**src/rtl/ccd_frame_capture.sv**
```systemverilog
// CCD/AFE frame grabber: crops an active window from each armed frame and streams
// the pixels through a small first-word-fall-through FIFO as 16-bit valid/ready words.
module ccd_frame_capture #(
  parameter int unsigned DW       = 14,
  parameter int unsigned COL_SKIP = 16,
  parameter int unsigned COL_ACT  = 640,
  parameter int unsigned ROW_SKIP = 4,
  parameter int unsigned ROW_ACT  = 480,
  parameter int unsigned FIFO_AW  = 4
) (
  input  logic          clk,
  input  logic          rst,
  input  logic          arm,
  input  logic [DW-1:0] afe_d,
  input  logic          afe_hd,
  input  logic          afe_vd,
  output logic [15:0]   pix_data,
  output logic          pix_sof,
  output logic          pix_eol,
  output logic          pix_valid,
  input  logic          pix_ready,
  output logic          busy,
  output logic          frame_done,
  output logic          overflow,
  output logic          frame_err,
  input  logic          clr_err
);

  typedef enum logic [1:0] {IDLE, ARMED, FRAME, DONE} state_t;

  localparam logic [15:0] COL_LO = 16'(COL_SKIP);
  localparam logic [15:0] COL_HI = 16'(COL_SKIP + COL_ACT - 1);
  localparam logic [15:0] ROW_LO = 16'(ROW_SKIP);
  localparam logic [15:0] ROW_HI = 16'(ROW_SKIP + ROW_ACT - 1);
  localparam int unsigned DEPTH  = 2 ** FIFO_AW;

  state_t state, state_nx;

  logic [DW-1:0] d_r;
  logic          hd_r, hd_p, vd_r, vd_p;
  logic          hd_fall, vd_fall;
  logic [15:0]   col, row;
  logic          line_seen;
  logic          in_win, cap, last_px, frame_abort;

  logic [17:0]       mem [DEPTH];
  logic [FIFO_AW:0]  wr_ptr, rd_ptr;
  logic [17:0]       head, last_q;
  logic              empty, full, pop, wr_en;

  // Syncs reset to their inactive (high) level so release cannot fake an edge.
  always_ff @(posedge clk or negedge rst) begin
    if (!rst) begin
      d_r  <= '0;
      hd_r <= 1'b1;
      hd_p <= 1'b1;
      vd_r <= 1'b1;
      vd_p <= 1'b1;
    end else begin
      d_r  <= afe_d;
      hd_r <= afe_hd;
      hd_p <= hd_r;
      vd_r <= afe_vd;
      vd_p <= vd_r;
    end
  end

  assign hd_fall = hd_p & ~hd_r;
  assign vd_fall = vd_p & ~vd_r;

  // line_seen keeps pixels ahead of the first HD of a frame out of the window.
  always_comb begin
    in_win  = line_seen && (row >= ROW_LO) && (row <= ROW_HI) &&
              (col >= COL_LO) && (col <= COL_HI);
    cap     = (state == FRAME) && in_win;
    last_px = (row == ROW_HI) && (col == COL_HI);
  end

  always_comb begin
    state_nx    = state;
    frame_abort = 1'b0;
    case (state)
      IDLE:  if (arm) state_nx = ARMED;
      ARMED: if (vd_fall) state_nx = FRAME;
      FRAME: begin
        if (cap && last_px) begin
          state_nx = DONE;
        end else if (vd_fall) begin
          state_nx    = IDLE;
          frame_abort = 1'b1;
        end
      end
      DONE:    state_nx = IDLE;
      default: state_nx = IDLE;
    endcase
  end

  always_ff @(posedge clk or negedge rst) begin
    if (!rst) state <= IDLE;
    else      state <= state_nx;
  end

  always_ff @(posedge clk or negedge rst) begin
    if (!rst) begin
      col       <= '0;
      row       <= '0;
      line_seen <= 1'b0;
    end else if (state == ARMED && vd_fall) begin
      row       <= '0;
      line_seen <= 1'b0;
    end else if (state == FRAME) begin
      if (hd_fall) begin
        col       <= '0;
        line_seen <= 1'b1;
        if (line_seen && row != '1) row <= row + 16'd1;
      end else if (col != '1) begin
        col <= col + 16'd1;
      end
    end
  end

  assign empty = (wr_ptr == rd_ptr);
  assign full  = (wr_ptr[FIFO_AW] != rd_ptr[FIFO_AW]) &&
                 (wr_ptr[FIFO_AW-1:0] == rd_ptr[FIFO_AW-1:0]);
  assign pop   = !empty && pix_ready;
  assign wr_en = cap && (!full || pop);
  // When empty the outputs show the last word handed out, not a stale RAM slot.
  assign head  = empty ? last_q : mem[rd_ptr[FIFO_AW-1:0]];

  always_ff @(posedge clk) begin
    if (wr_en)
      mem[wr_ptr[FIFO_AW-1:0]] <= {(row == ROW_LO) && (col == COL_LO), col == COL_HI, 16'(d_r)};
  end

  always_ff @(posedge clk or negedge rst) begin
    if (!rst) begin
      wr_ptr    <= '0;
      rd_ptr    <= '0;
      last_q    <= '0;
      overflow  <= 1'b0;
      frame_err <= 1'b0;
    end else begin
      if (wr_en) wr_ptr <= wr_ptr + 1'b1;
      if (pop) begin
        rd_ptr <= rd_ptr + 1'b1;
        last_q <= head;
      end
      if (cap && full && !pop) overflow <= 1'b1;
      else if (clr_err)        overflow <= 1'b0;
      if (frame_abort)         frame_err <= 1'b1;
      else if (clr_err)        frame_err <= 1'b0;
    end
  end

  assign pix_valid  = !empty;
  assign pix_data   = head[15:0];
  assign pix_sof    = head[17];
  assign pix_eol    = head[16];
  assign busy       = (state != IDLE);
  assign frame_done = (state == DONE);

endmodule

```
**config.mk**
```make
export PLATFORM = sky130hd
export DESIGN_NAME = ccd_frame_capture
export DESIGN_NICKNAME = d
export VERILOG_FILES = /design/src/rtl/ccd_frame_capture.sv
export SDC_FILE = /design/constraint.sdc
export NUM_CORES = 1
export LEC_CHECK = 0
export CORE_UTILIZATION = 50
export CTS_CLUSTER_SIZE = 8
export DETAILED_ROUTE_END_ITERATION = 10
export PLACE_DENSITY = 0.67
export SLEW_MARGIN = 10
export SYNTH_ARGS = -nofsm -noshare
export SYNTH_HDL_FRONTEND = slang
export SYNTH_SLANG_ARGS = --single-unit
export TNS_END_PERCENT = 10
```
**constraint.sdc**
```tcl
create_clock -name clk -period 6.75 [get_ports clk]
set_clock_uncertainty 0.2 [all_clocks]
set_input_delay 1.35 -clock clk [delete_from_list [all_inputs] [get_ports clk]]
set_output_delay 1.35 -clock clk [all_outputs]
set_load 0.01 [all_outputs]
```
==> flow_metrics.env, run 1 <==
export IMPL_async_flop_share_pct=24.5
export IMPL_switching_power_uw=1690
export IMPL_vias=7700
export IMPL_timing_worst_setup_path_type="flip-flop to output pin"
export IMPL_hold_violations=0
export IMPL_synth_mux_area_share_pct=13.6
export IMPL_fin_ws_ns=1.66
export IMPL_design_area_sq_um=16100
export IMPL_dp_cells=1202
export IMPL_cts_setup_buffers=0
export IMPL_run_status="completed"
export IMPL_cts_tree="done"
export IMPL_htreeDepth=2
export IMPL_slew_limit_headroom_pct=16.4
export IMPL_worst_ep_arrival_time_ns=3.54
export IMPL_synth_fa_ha_area_share_pct=0.811
export IMPL_clkSinkCount=339
export IMPL_rsz0062_at_grt="no"
export IMPL_internal_power_uw=4480
export IMPL_holdBufCountCts=0
export IMPL_final_cell_mix="256 x edfxtp_1, 77 x dfrtp_1, 64 x mux4_2"
export IMPL_clkPwrFrac_pct=35.6
export IMPL_synth_seq_cells=339
export IMPL_cp_top_family="flip-flops"
export IMPL_antenna_found_initial=0
export IMPL_slew_viol_final=0
export IMPL_synth_simple_gate_area_share_pct=8.36
export IMPL_synth_compound_area_share_pct=3.20
export IMPL_setup_viol=0
export IMPL_cp_max_fo=38
export IMPL_grt_max_degree=62
export IMPL_ys_flop_type="edfxtp_1"
export IMPL_leakage_uw=0.00555
export IMPL_post_place_ws_ns=2.16
export IMPL_worst_path_max_delay_cell="dfrtp_4"
export IMPL_grt_pass1_wl_mm=47.3
export IMPL_fp_dieH_um=169
export IMPL_ys_types=62
export IMPL_antenna_left=0
export IMPL_synth_edf_count=256
export IMPL_fin_nets=910
export IMPL_via_per_inst=5.96
export IMPL_synthTopCellsByArea="edfxtp_1 55%, dfrtp_1 14%, mux4_2 10%"
export IMPL_post_route_min_period_ns=5.09
export IMPL_powerDensity_nw_per_um2=383
export IMPL_wl_per_cell_um=23.8
export IMPL_synth_top_family_by_area="multiplexers"
export IMPL_area_delta_synth_final_pct=16.1
export IMPL_dieArea_sq_um=28400
export IMPL_drtIter0Drc=818
export IMPL_cts_buffers=48
export IMPL_track_usage_pct=22.6
export IMPL_cts_root_buf="clkbuf_16"
export IMPL_synth_area_leader_cell="edfxtp_1"
export IMPL_crit_chain="buf_12 -> mux4_2 -> a22oi_1 -> nand3_1 -> mux2_2 -> clkdlybuf4s50_1"
export IMPL_firstDrtPassIters=5
export IMPL_hold_path_class="flip-flop to flip-flop"
export IMPL_synth_xor_area_share_pct=1.77
export IMPL_clk_pin_slew_ns=0.05
export IMPL_start_util_pct=51.2
export IMPL_hold_ws_ns=0.164
export IMPL_max_vdd_ir_drop_mv=0.172
export IMPL_fin_crit_sh_pct=75.5
export IMPL_end_kind="output pin"
export IMPL_insertion_delay_ns=0.54
export IMPL_pwr_share_comb_pct=23.0
export IMPL_swShare_pct=27.4
export IMPL_core_sq_um=27100
export IMPL_rows=60
export IMPL_num_antenna_cells=0
export IMPL_fp_dieW_um=169
export IMPL_synth_top_area_share_pct=55.4
export IMPL_cts_max_path_buffers=3
export IMPL_worst_pin_slew_ns=1.25
export IMPL_cap_violations=0
export IMPL_gp_congestion=0.805
export IMPL_netlist_instances=820
export IMPL_p_seq_share_pct=41.4
export IMPL_instances_no_fill=1291
export IMPL_fin_tns_setup_ns=0
export IMPL_postPlaceCellArea_sq_um=14700
export IMPL_pin_count=44
export IMPL_wirelength_mm=30.8
export IMPL_cts_resized=0
export IMPL_drc=0
export IMPL_grt_pass1_vias=7750
export IMPL_cp_start_kind="flip-flop"
export IMPL_synthesis_area_sq_um=13900
export IMPL_synth_avg_cell_area_sq_um=16.9
export IMPL_portBuffers=43
export IMPL_dp_final_hpwl_mm=19.0
export IMPL_required_ns=5.20
export IMPL_yosysWarnings=0
export IMPL_max_freq_mhz=196
export IMPL_worst_path_largest_cell_delay_ns=0.93
export IMPL_yosysSeqAreaShare_pct=70.4
export IMPL_critPathBufInv=2
export IMPL_layout_commonest_cell="edfxtp_1"
export IMPL_drive_above_1_share_pct=19.9
export IMPL_synth_nets=850
export IMPL_grt_overflow=0
per-stage QoR:
step                power (uW)  util (%)
global placement          4000      54.3
finish                    6170      59.5
global route              6420      59.5
detailed placement        4010      54.3
CTS                       6220      59.4
floorplan                 3480         -
cell usage after synthesis (5+ instances only):
cell	number
edfxtp_1	256
a211oi_1	7
nor2b_1	6
mux4_2	64
a22oi_1	16
and3_1	19
nand3_1	50
buf_2	16
nor3_1	5
a21oi_1	12
inv_1	14
ha_1	9
nand4_1	12
mux2i_1	6
nor4_1	8
o31ai_1	6
nand2_1	44
or4_1	6
dfrtp_1	79
mux2_2	32
nor2_1	32
xor2_1	8
clkbuf_1	22
xnor2_1	20
o21ai_1	5
metal layers:
| metal | wire length [um] | GRT usage, % | vias up |
|---|---|---|---|
| li1 | - | - | 3367 |
| met1 | 13100 | 32.0 | 3953 |
| met2 | 14600 | 35.6 | 331 |
| met3 | 2250 | 4.09 | 49 |
| met4 | 794 | 7.51 | 0 |
| met5 | 0 | 0 | - |
registers in the layout (all words and copies together) (netlist names), 2 cells and up:
signal  cells
rd_ptr      5
col        16
d_r        14
last_q     18
wr_ptr      5
mem       256
row        16
state       2
final timing paths:
kind                            from           to  slack [ns]  cells past startpoint
setup reg to reg             col[11]    mem[0][1]        2.71                      5
setup / recovery           rd_ptr[1]  pix_data[9]        1.66                      6
max in group asynchronous        rst    rd_ptr[1]        4.55                      2
hold / removal                  vd_r         vd_p        0.16                      0
min in group asynchronous        rst       d_r[0]        0.54                      1
hold reg to reg                 vd_r         vd_p        0.16                      0
cell families after synthesis:
logic type	Yosys count
xor+xnor	28
compound gates	65
buf+inv	61
fa+ha+maj	9
mux	104
flops	339
simple gates	214
power groups by stage:
stage               combinational (uW)  sequential [uW]  clock [uW]
floorplan                         1050             2430           0
global placement                  1410             2590           0
detailed placement                1410             2600           0
CTS                               1420             2560        2240
global route                      1520             2580        2330
finish                            1420             2550        2200
cell type report:
cell class / instances / area [sq um]
Sequential cell: 339 / 9770
Clock buffer: 86 / 1340
Fill cell: 2011 / 11000
Inverter: 15 / 56.3
Timing Repair Buffer: 56 / 538
Clock inverter: 3 / 55.1
Multi-Input combinational cell: 420 / 3880
Tap cell: 372 / 465
No activity file was read; power rests on OpenSTA's default activity.
==> run 2, diff against run 1 <==
==> constraint.sdc (replaced) <==
create_clock -name clk -period 5 [get_ports clk]
set_clock_uncertainty 0.2 [all_clocks]
set_input_delay 1 -clock clk [delete_from_list [all_inputs] [get_ports clk]]
set_output_delay 1 -clock clk [all_outputs]
set_load 0.01 [all_outputs]
==> run 2 against run 1 <==
Cell count grew 0.62%; clock power grew 32%; utilization grew 0.17 points; worst hold slack gained 0.0011 ns; clock-buffer cell count shrank 1; sequential cell count is the same; via count grew 0.22%; global-route usage shrank 0.64 points; combinational power grew 37%; total power grew 34%; critical path depth is the same; highest routed layer unchanged.
==> flow_metrics.env, run 2 (synthesized netlist as in run 1, its figures left out) <==
export IMPL_slew_limit_headroom_pct=28.3
export IMPL_clkSinkCount=339
export IMPL_leakage_uw=0.00559
export IMPL_drc=0
export IMPL_wirelength_mm=29.8
export IMPL_design_area_sq_um=16200
export IMPL_post_place_ws_ns=0.777
export IMPL_cts_buffers=48
export IMPL_dp_final_hpwl_mm=18.3
export IMPL_post_route_min_period_ns=4.74
export IMPL_via_per_inst=5.94
export IMPL_worst_ep_arrival_time_ns=3.54
export IMPL_antenna_found_initial=0
export IMPL_firstDrtPassIters=8
export IMPL_holdBufCountCts=0
export IMPL_cap_violations=0
export IMPL_setup_worst_path_end="pix_data[5]"
export IMPL_worst_pin_slew_ns=1.08
export IMPL_cts_setup_buffers=0
export IMPL_slew_viol_final=0
export IMPL_layout_commonest_cell="edfxtp_1"
export IMPL_instances_no_fill=1299
export IMPL_max_vdd_ir_drop_mv=0.265
export IMPL_r2r_start="col[11]"
export IMPL_fin_tns_setup_ns=0
export IMPL_portBuffers=43
export IMPL_rr_endpoint="mem[1][6]"
export IMPL_largest_reg_flops=256
export IMPL_grt_overflow=0
export IMPL_insertion_delay_ns=0.54
export IMPL_area_delta_synth_final_pct=16.4
export IMPL_hold_path_class="flip-flop to flip-flop"
export IMPL_fin_ws_ns=0.255
export IMPL_vias=7717
export IMPL_postPlaceCellArea_sq_um=14800
export IMPL_gp_congestion=0.828
export IMPL_cts_resized=0
export IMPL_reg2reg_depth=6
export IMPL_cts_root_buf="clkbuf_16"
export IMPL_required_ns=3.80
export IMPL_rrSetupSlack_ns=1.14
export IMPL_track_usage_pct=21.9
export IMPL_fp_dieW_um=169
export IMPL_drive_above_1_share_pct=20.4
export IMPL_dieArea_sq_um=28400
export IMPL_start_util_pct=51.2
export IMPL_htreeDepth=2
export IMPL_drtIter0Drc=681
export IMPL_grt_max_degree=50
export IMPL_crit_path_start="rd_ptr[1]"
export IMPL_hold_start="vd_r"
export IMPL_wl_per_cell_um=23.0
export IMPL_pin_count=44
export IMPL_fin_nets=919
export IMPL_max_freq_mhz=211
export IMPL_final_cell_mix="256 x edfxtp_1, 77 x dfrtp_1, 64 x mux4_2"
export IMPL_hold_violations=0
export IMPL_grt_pass1_vias=7943
export IMPL_cts_max_path_buffers=3
export IMPL_cp_start_kind="flip-flop"
export IMPL_setup_viol=0
export IMPL_clk_pin_slew_ns=0.05
export IMPL_timing_worst_setup_path_type="flip-flop to output pin"
export IMPL_fill_cells=1980
export IMPL_grt_pass1_wl_mm=46.9
export IMPL_antenna_left=0
export IMPL_rows=60
export IMPL_dp_cells=1211
export IMPL_core_sq_um=27100
export IMPL_cp_max_fo=38
export IMPL_rsz0062_at_grt="no"
export IMPL_fin_crit_sh_pct=94.9
export IMPL_cts_tree="done"
export IMPL_end_kind="output pin"
export IMPL_run_status="completed"
export IMPL_num_antenna_cells=0
export IMPL_powerDensity_nw_per_um2=513
export IMPL_hold_ws_ns=0.165
export IMPL_fp_dieH_um=169
[run 2: critical path, stage by stage, from the launching register on]
cell             delay [ns]
dfrtp_4                0.86
buf_12                 0.38
mux4_2                 0.54
a22oi_1                0.20
nand3_1                0.21
mux2_2                 0.32
clkdlybuf4s50_1        0.48
[run 2: where the power goes]
| group | internal (uW) | switching [uW] | leakage (uW) |
|---|---|---|---|
| Sequential | 3160 | 274 | 0.00336 |
| Combinational | 1060 | 891 | 0.00158 |
| Clock | 1790 | 1120 | 0.000647 |
[run 2: final cells by class]
cell class | count | area, sq um | share of cell area [%]
Multi-Input combinational cell | 420 | 3870 | 24.0
Tap cell | 372 | 465 | 2.88
Timing Repair Buffer | 65 | 618 | 3.82
Inverter | 15 | 56.3 | 0.348
Sequential cell | 339 | 9770 | 60.5
Clock inverter | 3 | 32.5 | 0.201
Clock buffer | 85 | 1340 | 8.29
[run 2: worst min path at each step]
stage                     endpoint  slack, ns  cells past startpoint
after floorplan               vd_p       0.15                      0
after global placement        vd_p       0.16                      0
after detailed placement      vd_p       0.16                      0
after CTS                     vd_p       0.16                      0
after global routing          vd_p       0.17                      0
final                         vd_p       0.17                      0
[run 2: per-stage QoR]
stage	power, uW	util, %
global route	8650	59.6
floorplan	4700	-
detailed placement	5440	54.5
CTS	8370	59.6
global placement	5400	54.5
finish	8290	59.6
[run 2: per-layer routing]
| layer | global-route usage [%] | vias up | wire [um] |
|---|---|---|---|
| met5 | 0 | - | 0 |
| met4 | 7.15 | 0 | 688 |
| met3 | 3.67 | 63 | 2020 |
| met2 | 35.7 | 313 | 14600 |
| met1 | 30.4 | 3947 | 12500 |
| li1 | - | 3394 | - |
